**src/rtl/lane_scheduler_if.sv**
```systemverilog
// Command-list fetch port of lane_scheduler.
// Handshake: list_req rises and is held until a cycle in which list_valid is high;
// list_cmd is transferred in that cycle and list_req drops on the following edge.
interface lane_scheduler_if #(
  parameter int CMD_W = 4
);
  logic             list_req;
  logic             list_valid;
  logic [CMD_W-1:0] list_cmd;

  modport master (
    output list_req,
    input  list_valid,
    input  list_cmd
  );

  modport slave (
    input  list_req,
    output list_valid,
    output list_cmd
  );
endinterface

```
**src/rtl/lane_scheduler.sv**
```systemverilog
// Arbitrates lane refill requests onto the shared command list and keeps the game score.
// Optional macro FIXED_PRIORITY_EN: lowest-index pending lane wins instead of round-robin.
module lane_scheduler #(
  parameter int N_LANES  = 8,
  parameter int CMD_W    = 4,
  parameter int SCORE_W  = 8,
  parameter int LIST_LEN = 203
) (
  input  logic                CLOCK_25,
  input  logic                rst,
  input  logic [N_LANES-1:0]  lane_req,
  input  logic [N_LANES-1:0]  lane_hit,
  lane_scheduler_if.master    list,
  output logic [CMD_W-1:0]    lane_cmd,
  output logic [N_LANES-1:0]  lane_load,
  output logic [SCORE_W-1:0]  score,
  output logic [8:0]          load_count,
  output logic                game_over,
  output logic                busy,
  output logic [1:0]          o_dbg_state
);
  localparam int GW = (N_LANES > 1) ? $clog2(N_LANES) : 1;
  localparam int SW = SCORE_W + 4;

  typedef enum logic [1:0] {S_IDLE, S_FETCH, S_LOAD, S_DONE} state_t;

  state_t               r_state;
  logic [N_LANES-1:0]   r_req_d, r_hit_d, r_pending, r_lane_load;
  logic [GW-1:0]        r_grant;
  logic [CMD_W-1:0]     r_lane_cmd;
  logic [SCORE_W-1:0]   r_score;
  logic [8:0]           r_load_count;
  logic                 r_list_req, r_game_over, r_busy;
`ifndef FIXED_PRIORITY_EN
  logic [GW-1:0]        r_rr;
`endif

  logic [N_LANES-1:0]   w_req_rise, w_hit_rise, w_grant_oh, w_clr;
  logic [GW-1:0]        w_pick;
  logic [SW-1:0]        w_hits, w_sum;
  logic [SCORE_W-1:0]   w_score_next;
  logic [GW-1:0]        w_grant_inc;

  assign w_req_rise  = lane_req & ~r_req_d;
  assign w_hit_rise  = lane_hit & ~r_hit_d;
  assign w_grant_oh  = {{(N_LANES-1){1'b0}}, 1'b1} << r_grant;
  assign w_clr       = (r_state == S_LOAD) ? w_grant_oh : '0;
  assign w_grant_inc = (int'(r_grant) == N_LANES - 1) ? '0 : r_grant + 1'b1;

  always_comb begin
    w_hits = '0;
    for (int i = 0; i < N_LANES; i++) begin
      w_hits = w_hits + {{(SW-1){1'b0}}, w_hit_rise[i]};
    end
    w_sum = {4'b0000, r_score} + w_hits;
    w_score_next = (w_sum > {4'b0000, {SCORE_W{1'b1}}}) ? {SCORE_W{1'b1}} : w_sum[SCORE_W-1:0];
  end

  // Scan downward so the first hit in search order is the last one written.
  always_comb begin
    w_pick = '0;
`ifdef FIXED_PRIORITY_EN
    for (int i = N_LANES - 1; i >= 0; i--) begin
      if (r_pending[i]) w_pick = GW'(i);
    end
`else
    for (int k = N_LANES - 1; k >= 0; k--) begin
      if (r_pending[(int'(r_rr) + k) % N_LANES]) w_pick = GW'((int'(r_rr) + k) % N_LANES);
    end
`endif
  end

  always_ff @(posedge CLOCK_25) begin
    if (rst) begin
      r_state      <= S_IDLE;
      r_req_d      <= '0;
      r_hit_d      <= '0;
      r_pending    <= '0;
      r_lane_load  <= '0;
      r_grant      <= '0;
      r_lane_cmd   <= '0;
      r_score      <= '0;
      r_load_count <= '0;
      r_list_req   <= 1'b0;
      r_game_over  <= 1'b0;
      r_busy       <= 1'b0;
`ifndef FIXED_PRIORITY_EN
      r_rr         <= '0;
`endif
    end else begin
      r_req_d     <= lane_req;
      r_hit_d     <= lane_hit;
      r_lane_load <= '0;
      // A new rise in the clearing cycle keeps the lane pending.
      if (r_state != S_DONE) begin
        r_pending <= (r_pending & ~w_clr) | w_req_rise;
        r_score   <= w_score_next;
      end else begin
        r_pending <= '0;
      end
      case (r_state)
        S_IDLE: begin
          if (|r_pending) begin
            r_grant    <= w_pick;
            r_list_req <= 1'b1;
            r_busy     <= 1'b1;
            r_state    <= S_FETCH;
          end
        end
        S_FETCH: begin
          if (list.list_valid) begin
            r_lane_cmd  <= list.list_cmd;
            r_lane_load <= w_grant_oh;
            r_list_req  <= 1'b0;
            r_state     <= S_LOAD;
          end
        end
        S_LOAD: begin
          r_load_count <= r_load_count + 9'd1;
          r_busy       <= 1'b0;
`ifndef FIXED_PRIORITY_EN
          r_rr         <= w_grant_inc;
`endif
          if (r_load_count == 9'(LIST_LEN - 1)) begin
            r_game_over <= 1'b1;
            r_state     <= S_DONE;
          end else begin
            r_state     <= S_IDLE;
          end
        end
        default: r_state <= S_DONE;
      endcase
    end
  end

  assign list.list_req = r_list_req;
  assign lane_cmd      = r_lane_cmd;
  assign lane_load     = r_lane_load;
  assign score         = r_score;
  assign load_count    = r_load_count;
  assign game_over     = r_game_over;
  assign busy          = r_busy;
  assign o_dbg_state   = r_state;
endmodule

```
**src/flat_wrapper.sv**
```systemverilog
// flat-port wrapper written by rule: the top's interface ports become plain ports
module lane_scheduler_flat 
#(
  parameter int N_LANES  = 8,
  parameter int CMD_W    = 4,
  parameter int SCORE_W  = 8,
  parameter int LIST_LEN = 203
)
  (CLOCK_25, rst, lane_req, lane_hit, lane_cmd, lane_load, score, load_count, game_over, busy, o_dbg_state, list_list_req, list_list_valid, list_list_cmd);
  lane_scheduler_if #(.CMD_W(CMD_W)) list_i ();
  input  logic CLOCK_25;
  input  logic rst;
  input  logic [N_LANES-1:0] lane_req;
  input  logic [N_LANES-1:0] lane_hit;
  output logic [CMD_W-1:0] lane_cmd;
  output logic [N_LANES-1:0] lane_load;
  output logic [SCORE_W-1:0] score;
  output logic [8:0] load_count;
  output logic game_over;
  output logic busy;
  output logic [1:0] o_dbg_state;
  output wire logic [$bits(list_i.list_req)-1:0] list_list_req;
  input wire logic [$bits(list_i.list_valid)-1:0] list_list_valid;
  input wire logic [$bits(list_i.list_cmd)-1:0] list_list_cmd;
  assign list_list_req = list_i.list_req;
  assign list_i.list_valid = list_list_valid;
  assign list_i.list_cmd = list_list_cmd;
  lane_scheduler #(.N_LANES(N_LANES), .CMD_W(CMD_W), .SCORE_W(SCORE_W), .LIST_LEN(LIST_LEN)) u_core (.CLOCK_25(CLOCK_25), .rst(rst), .lane_req(lane_req), .lane_hit(lane_hit), .list(list_i), .lane_cmd(lane_cmd), .lane_load(lane_load), .score(score), .load_count(load_count), .game_over(game_over), .busy(busy), .o_dbg_state(o_dbg_state));
endmodule
```
**config.mk**
```make
export PLATFORM = sky130hd
export DESIGN_NAME = lane_scheduler_flat
export DESIGN_NICKNAME = d
export VERILOG_FILES = /design/src/rtl/lane_scheduler_if.sv /design/src/rtl/lane_scheduler.sv /design/src/flat_wrapper.sv
export SDC_FILE = /design/constraint.sdc
export NUM_CORES = 1
export LEC_CHECK = 0
export CAP_MARGIN = 20
export CORE_MARGIN = 10
export CORE_UTILIZATION = 55
export CTS_CLUSTER_DIAMETER = 40
export CTS_CLUSTER_SIZE = 8
export DETAILED_ROUTE_END_ITERATION = 10
export GPL_TIMING_DRIVEN = 0
export HOLD_SLACK_MARGIN = 0.03
export PLACE_DENSITY = 0.81
export SYNTH_ARGS = -nofsm -noshare
export SYNTH_HDL_FRONTEND = slang
export SYNTH_SLANG_ARGS = --single-unit
```
**constraint.sdc**
```tcl
create_clock -name CLOCK_25 -period 11.2 [get_ports CLOCK_25]
set_clock_uncertainty 0.2 [all_clocks]
set_input_delay 2.8 -clock CLOCK_25 [delete_from_list [all_inputs] [get_ports CLOCK_25]]
set_output_delay 2.8 -clock CLOCK_25 [all_outputs]
set_load 0.01 [all_outputs]
```
### Word-level counts from Yosys, hierarchy flattened

Index checks and enable logic that the tools add are counted.

* add/subtract/negate cells: 17
* multiply operators: 0
* divide/modulo/power cells: 0
* order comparisons: 9
* equal/unequal tests: 7
* shifts and indexed selects: 1
* multiplexer cells: 42
* bitwise operators: 17
* reductions and logical operators: 19

Operators with widths (number)
* adder 12 x 1 -> 12 bit: 6
* less-than comparator 4 x 5 -> 1 bit, second input constant: 7
* two-way mux 3 bit: 9
* AND 8 bit: 3
* binary-select mux 1 bit (select 3 bit): 8
* NOT 8 bit: 3
* OR reduction 3 bit: 8
* two-way mux 1 bit: 17
* two-way mux 8 bit: 2
* adder 3 bit, second input constant: 4
* adder 8 x 12 -> 12 bit: 1
* greater-than comparator 12 x 8 -> 1 bit, second input constant: 1
* AND reduction 2 bit: 5
* adder 9 x 1 -> 9 bit, second input constant: 1
* == test 9 x 8 -> 1 bit, second input constant: 1
* OR 8 bit: 1
* OR reduction 8 bit: 1
* left shift 1 x 3 -> 8 bit, first input constant: 1
* AND 1 bit, first input constant: 7
* adder 3 x 1 -> 3 bit, second input constant: 2
* adder 3 x 2 -> 3 bit, second input constant: 2
* two-way mux 2 bit: 3
* case mux 2 bit (3 select lines): 1
* less-than comparator 3 x 4 -> 1 bit, second input constant: 1
* other kinds (12): 17

* bits in registers: 64
* latch bits: 0
* bits in writable memories: 0
* memory bits (read-only): 0
* input port bits: 23
* output and inout bits: 34
* memories: 0

### Depth between registers and ports, before layout

* word-level depth: 14
* depth in mapped cells: 16
* gate-level depth less buffers: 16

### Least setup slack after synthesis

Ideal clock, no wire load.

* path kind: input to register
* from: input port lane_hit[0]
* to: register u_core.r_score[5] (netlist: u_core.score[5])
* library setup time: 0.074 ns
* data arrival time: 6.334 ns
* data required time: 10.926 ns
* setup slack: 4.592 ns
* stages: 16
* buffers on the path: 0
* path through: nor2b_1 -> ha_1 -> inv_1 -> fa_1 -> fa_1 -> inv_1 -> fa_1 -> ha_1 -> inv_1 -> fa_1 -> nor2b_1 -> o21ai_0 -> a21boi_0 -> o21a_1 -> nand4_1 -> a31oi_1

* longest elaborated chain between the ends: 11

RTL lines
* start, declared: line flat_wrapper.sv:14 `input logic [N_LANES-1:0] lane_hit;`
* AND 8 bit (*): line lane_scheduler.sv:45 `assign w_hit_rise = lane_hit & ~r_hit_d;`
* adder 1 x 1 -> 2 bit (*): line lane_scheduler.sv:53 `w_hits = w_hits + {{(SW-1){1'b0}}, w_hit_rise[i]};`
* adder 12 x 1 -> 12 bit (*) (6 in series): line lane_scheduler.sv:53
* adder 8 x 12 -> 12 bit (*): line lane_scheduler.sv:55 `w_sum = {4'b0000, r_score} + w_hits;`
* greater-than comparator 12 x 8 -> 1 bit: line lane_scheduler.sv:56 `w_score_next = (w_sum > {4'b0000, {SCORE_W{1'b1}}}) ? {SCORE_W{1'b1}} : w_sum[SCORE_W-1:0];`
* two-way mux 8 bit (*): line lane_scheduler.sv:56
* end signal, assigned: line lane_scheduler.sv:97 `r_score <= w_score_next;`
* end, declared: line lane_scheduler.sv:31 `logic [SCORE_W-1:0] r_score;`

Mark *: on every way between the ends. The rest lies on a longest branch, timed or not.
A chain may end at the register's enable or synchronous reset.

### Worst setup path after layout

* from: input port lane_hit[0]
* to: register u_core.r_score[2] (netlist: u_core.score[2])

Same word-level chain as after synthesis.

==> results by stage <==
Setup path:
- The worst reg2reg path startpoint is u_core.r_hit_d[0].
- In this design, the stage delay of the slowest critical-path cell is between 0.5 and 0.6 ns.
- The most numerous cell type found on the critical path is sky130_fd_sc_hd__fa_1.
- The minimum setup slack among reg-to-reg paths is about 6.7 ns.
- The critical path goes through clkdlybuf4s50_1 -> nor2b_1 -> ha_1 -> inv_1 -> fa_1 -> fa_1 -> inv_1 -> fa_1 -> ha_1 -> inv_1 -> fa_1 -> nor2b_1 -> o21ai_0 -> a21boi_0 -> o21a_1 -> nand4_1 -> a21oi_1.
- The count of buffer and inverter cells on the critical path is 4.
- In this run the worst setup path begins at lane_hit[0].
- The slowest stage cell on the critical path is sky130_fd_sc_hd__fa_1.
- The sort of element at the start of the critical path is an input port.
- STA puts the critical path data required time at 11.27 ns.
- The nature of the critical path endpoint is a flop.
- The worst setup path is of the in2reg kind.
- The data arrival at the endpoint of the critical path is a little over 7 ns.
- Along the worst path, the maximum fanout reaches 6.
- The cell family contributing the most delay on the critical path is adder cells.

Finish:
- The filler cells instantiated in the layout total 450.
- In the layout the commonest cells are sky130_fd_sc_hd__dfxtp_1 (64), sky130_fd_sc_hd__clkdlybuf4s50_1 (55), sky130_fd_sc_hd__nor2b_1 (33).
- The library cell used most frequently in the layout, excluding fill and tap cells, is sky130_fd_sc_hd__dfxtp_1.
- For this run, the share of the core covered by cells in the final layout is about 71%.
- The number of antenna diodes in the final layout is 0.
- After the last flow step, the layout net total stands at 474.
- From synthesis to final layout, the design area changed by 25.2%.
- The number of standard cells in the layout, taps in and fillers out is 505.
- Cells with a size suffix above 1 make up 8.60% of the layout.

Power and ir drop:
- The worst-case IR drop observed on VDD is 0.171 mV.
- Sequential cells burn 38.4% of the power.
- Dividing total power by cell area gives a power density of between 150 and 200 nW/um^2.
- The combinational cell fraction of total power is 32.1%.
- In this run the power spent charging and discharging nets is roughly 0.22 mW.
- The analysis attributes to cell leakage a power of 1.73 nW.
- The switching power share of the total is 32.2%.
- The completed layout was analyzed and its total power is 0.692 mW.
- The internal portion of the total power is 0.469 mW.
- The clock network is responsible for 29.5% of the overall power.

Logic synthesis:
- The largest area contributor in the synthesized netlist is sky130_fd_sc_hd__dfxtp_1.
- After synthesis the netlist holds a flip-flop and latch count of 64.
- The number of flops mapped to enable cells by yosys is 0.
- The fraction of synthesis flops using an asynchronous set or reset pin is 0%.
- In the post-synthesis netlist, the biggest area contributors are sky130_fd_sc_hd__dfxtp_1 (38%), sky130_fd_sc_hd__ha_1 (8.2%), sky130_fd_sc_hd__nor2b_1 (6.1%), sky130_fd_sc_hd__a21oi_1 (4.2%), sky130_fd_sc_hd__nor2_1 (3.6%).
- The post-synthesis instance total is 359.
- The mapped cell area is 3370 um^2.
- The synthesized netlist contains 54 unique library cells.
- Synthesis produced a netlist with a net count of 408.
- The fraction of post-synthesis cell area in the top cell type by area is between 30% and 40%.
- The number of warnings reported in the yosys synthesis log is 0.
- Sequential elements use 38.0% of the synthesized area.
- The most used flip-flop cell after synthesis is sky130_fd_sc_hd__dfxtp_1.
- Dividing the synthesized area by the synthesized cell count gives 9.39 um^2.

Drt:
- The total wirelength of the detailed-routed design is 8.05 mm.
- After detailed routing, the average wire length per cell comes to 15.9 um.
- The first routing iteration left 160 violations.
- The number of optimization iterations in the first detailed-route pass is 4.
- After detailed routing, the number of remaining DRC violations is 0.
- The antenna violation net count after detailed routing is 0.
- The final route contains 2822 vias.
- In the routed layout, each cell is associated on average with a via count of 5.59.

Die:
- Measured along the x axis, the die boundary spans roughly 100 um.
- The number of placement rows is 28.
- Pin placement for this block handled 57 I/O pins.
- The floorplan core area is 5920 um^2.
- The floorplan step defined a die boundary enclosing 9660 um^2.
- The die outline height is 98.3 um.
- The initial utilization of the core area, before any placement, comes to between 50% and 60%.

STA:
- The transition time at the pin with the least slew margin is 0.840 ns.
- The setup total negative slack is 0 ns.
- The tightest hold path in the finished design has a slack of 0.272 ns.
- For this run, the top clock speed supported by timing is 140 MHz.
- The time the worst path needs with I/O delays and setup is between 7 and 8 ns.
- Setup violations remaining at the end of the flow were counted as 0.
- The total count of max-transition violations in the final report is 0.
- The remaining max-slew budget at the tightest pin is 43.7%.
- Setup repair after global routing left no endpoint under its margin.
- The final critical path takes up between 60 and 70% of the cycle.
- The count of endpoints failing hold in the final timing report came to 0.

Clock network:
- The clock passes through at most 2 buffers.
- CTS built an H-tree with a depth of 3.
- The CTS tree is yes.
- The root cell of the clock tree is sky130_fd_sc_hd__clkbuf_8.
- Post-CTS timing repair inserted 0 buffers for setup.
- Counting the buffers created by CTS gives 9.
- Clock tree synthesis found a total of 64 sinks.
- The cts-stage hold buffer count is 0.
- The number of instances resized during post-cts repair is 0.
- Clock-pin slew was measured on the worst setup and hold paths at ~0.070 ns.
- The clock latency reported for the late side of the worst-skew pair is 0.34 ns.

Flow run:
- The max-cap check violation count is 0.

Global routing:
- The initial antenna violation count is 0.
- The largest net degree at the start of global routing is 12.
- The wire length of the first global-routing pass is 13.3 mm.
- The via count of the first global-routing pass is 2733.
- Summed over all layers, the global routing overflow is 0.
- Global routing used 16.5% of the available tracks.

Placed design:
- The detailed placer's ending HPWL is 6.14 mm.
- Input and output buffers added on the ports amount to 55.
- The cell count after placement is 489.
- At the end of routability-driven placement, the weighted congestion stood at 0.913.

Min path:
- The startpoint of the tightest hold check path is u_core.game_over.
- The worst hold path belongs to the class reg2reg.

Outcome:
- The flow ran to the end, and the final reports show no timing, DRC or antenna violations.
[synth_stat cells, types with 2 or more instances]
master                      n
sky130_fd_sc_hd__or3_1      2
sky130_fd_sc_hd__mux2i_2    2
sky130_fd_sc_hd__nand4_1    5
sky130_fd_sc_hd__mux4_1     3
sky130_fd_sc_hd__nor2_1    32
sky130_fd_sc_hd__dfxtp_1   64
sky130_fd_sc_hd__buf_2      3
sky130_fd_sc_hd__a31oi_1    2
sky130_fd_sc_hd__nand3_1    8
sky130_fd_sc_hd__nand2b_1   8
sky130_fd_sc_hd__o22ai_1    2
sky130_fd_sc_hd__a22o_1     2
sky130_fd_sc_hd__nor2b_1   33
sky130_fd_sc_hd__buf_4      2
sky130_fd_sc_hd__fa_1       4
sky130_fd_sc_hd__inv_1     20
sky130_fd_sc_hd__or2_2      2
sky130_fd_sc_hd__xnor2_1    5
sky130_fd_sc_hd__mux4_2     5
sky130_fd_sc_hd__nor3_1     3
sky130_fd_sc_hd__xor2_1     8
sky130_fd_sc_hd__a22oi_1    4
sky130_fd_sc_hd__a211o_1    2
sky130_fd_sc_hd__nand2_1   20
sky130_fd_sc_hd__o21ai_0   10
sky130_fd_sc_hd__a21oi_1   28
sky130_fd_sc_hd__and3_1     4
sky130_fd_sc_hd__clkbuf_1   9
sky130_fd_sc_hd__a211oi_1   5
sky130_fd_sc_hd__o31a_1     2
sky130_fd_sc_hd__ha_1      22
sky130_fd_sc_hd__and2_1     5
sky130_fd_sc_hd__nor4_1     4
sky130_fd_sc_hd__mux2i_1    9
[layer usage]
layer,wire [um],global-route usage (%),vias to the layer above,share of wire (%)
li1,-,-,1386,-
met1,3480,19.5,1333,43
met3,515,5.57,9,6.4
met4,70,5.18,0,0.87
met2,3990,27.4,94,50
met5,0,0,-,0
[worst reg2reg max path: cells and delay by family (launching register included)]
kind | cells | cell delay [ns]
compound gates | 4 | 0.83
fa+ha+maj | 6 | 2.44
buf+inv | 3 | 0.16
flops | 1 | 0.31
simple gates | 3 | 0.50
[worst paths after layout]
| check | to | cells past startpoint |
|---|---|---|
| worst max-delay path | u_core.score[2] | 17 |
| worst min-delay path | u_core.game_over | 2 |
| worst max register to register | u_core.score[2] | 16 |
| worst min register to register | u_core.game_over | 2 |
[area by class of cell]
cell class | instances | area, um^2 | area share (%)
repair buffers | 55 | 551 | 13.0
clock inverters | 4 | 51.3 | 1.21
clock buffers | 12 | 155 | 3.67
plain buffers | 16 | 78.8 | 1.87
inverters | 20 | 75.1 | 1.78
flip-flops and latches | 64 | 1280 | 30.3
multi-input cells | 259 | 1940 | 45.9
well taps | 75 | 93.8 | 2.22
[flip-flops by register name (all words and copies together) (netlist names), 2 cells and up]
| signal | count |
|---|---|
| u_core.o_dbg_state | 2 |
| u_core.lane_cmd | 4 |
| u_core.r_pending | 8 |
| u_core.load_count | 9 |
| u_core.r_rr | 3 |
| u_core.r_hit_d | 8 |
| u_core.score | 8 |
| u_core.lane_load | 8 |
| u_core.r_req_d | 8 |
| u_core.r_grant | 3 |
[per-stage QoR]
stage | worst slack (ns) | instance area (um^2)
after detailed placement | 3.79 | 4020
after global placement | 3.91 | 4020
after CTS | 4.07 | 4220
after floorplan | 4.59 | 3370
final | 4.03 | 4220
after global routing | 3.85 | 4220
[power by group through the flow]
stage	registers (mW)	clock network [mW]	logic [mW]
finish	0.266	0.204	0.222
global route	0.268	0.217	0.246
CTS	0.265	0.209	0.221
detailed placement	0.270	0	0.216
global placement	0.270	0	0.204
floorplan	0.271	0	0.143
[logic make-up (layout without fill, tap and decap cells)]
group,count (synthesis),count (layout),share of synthesized area [%]
AND/OR/NAND/NOR,131,131,20.5
AO/OA/AOI/OAI,68,68,13.1
flip-flops,64,64,38.0
buffers and inverters,36,107,4.56
adder cells (fa/ha/maj),26,26,10.5
multiplexers,21,21,9.94
XOR/XNOR,13,13,3.38
(Power assumes the default switching activity.)
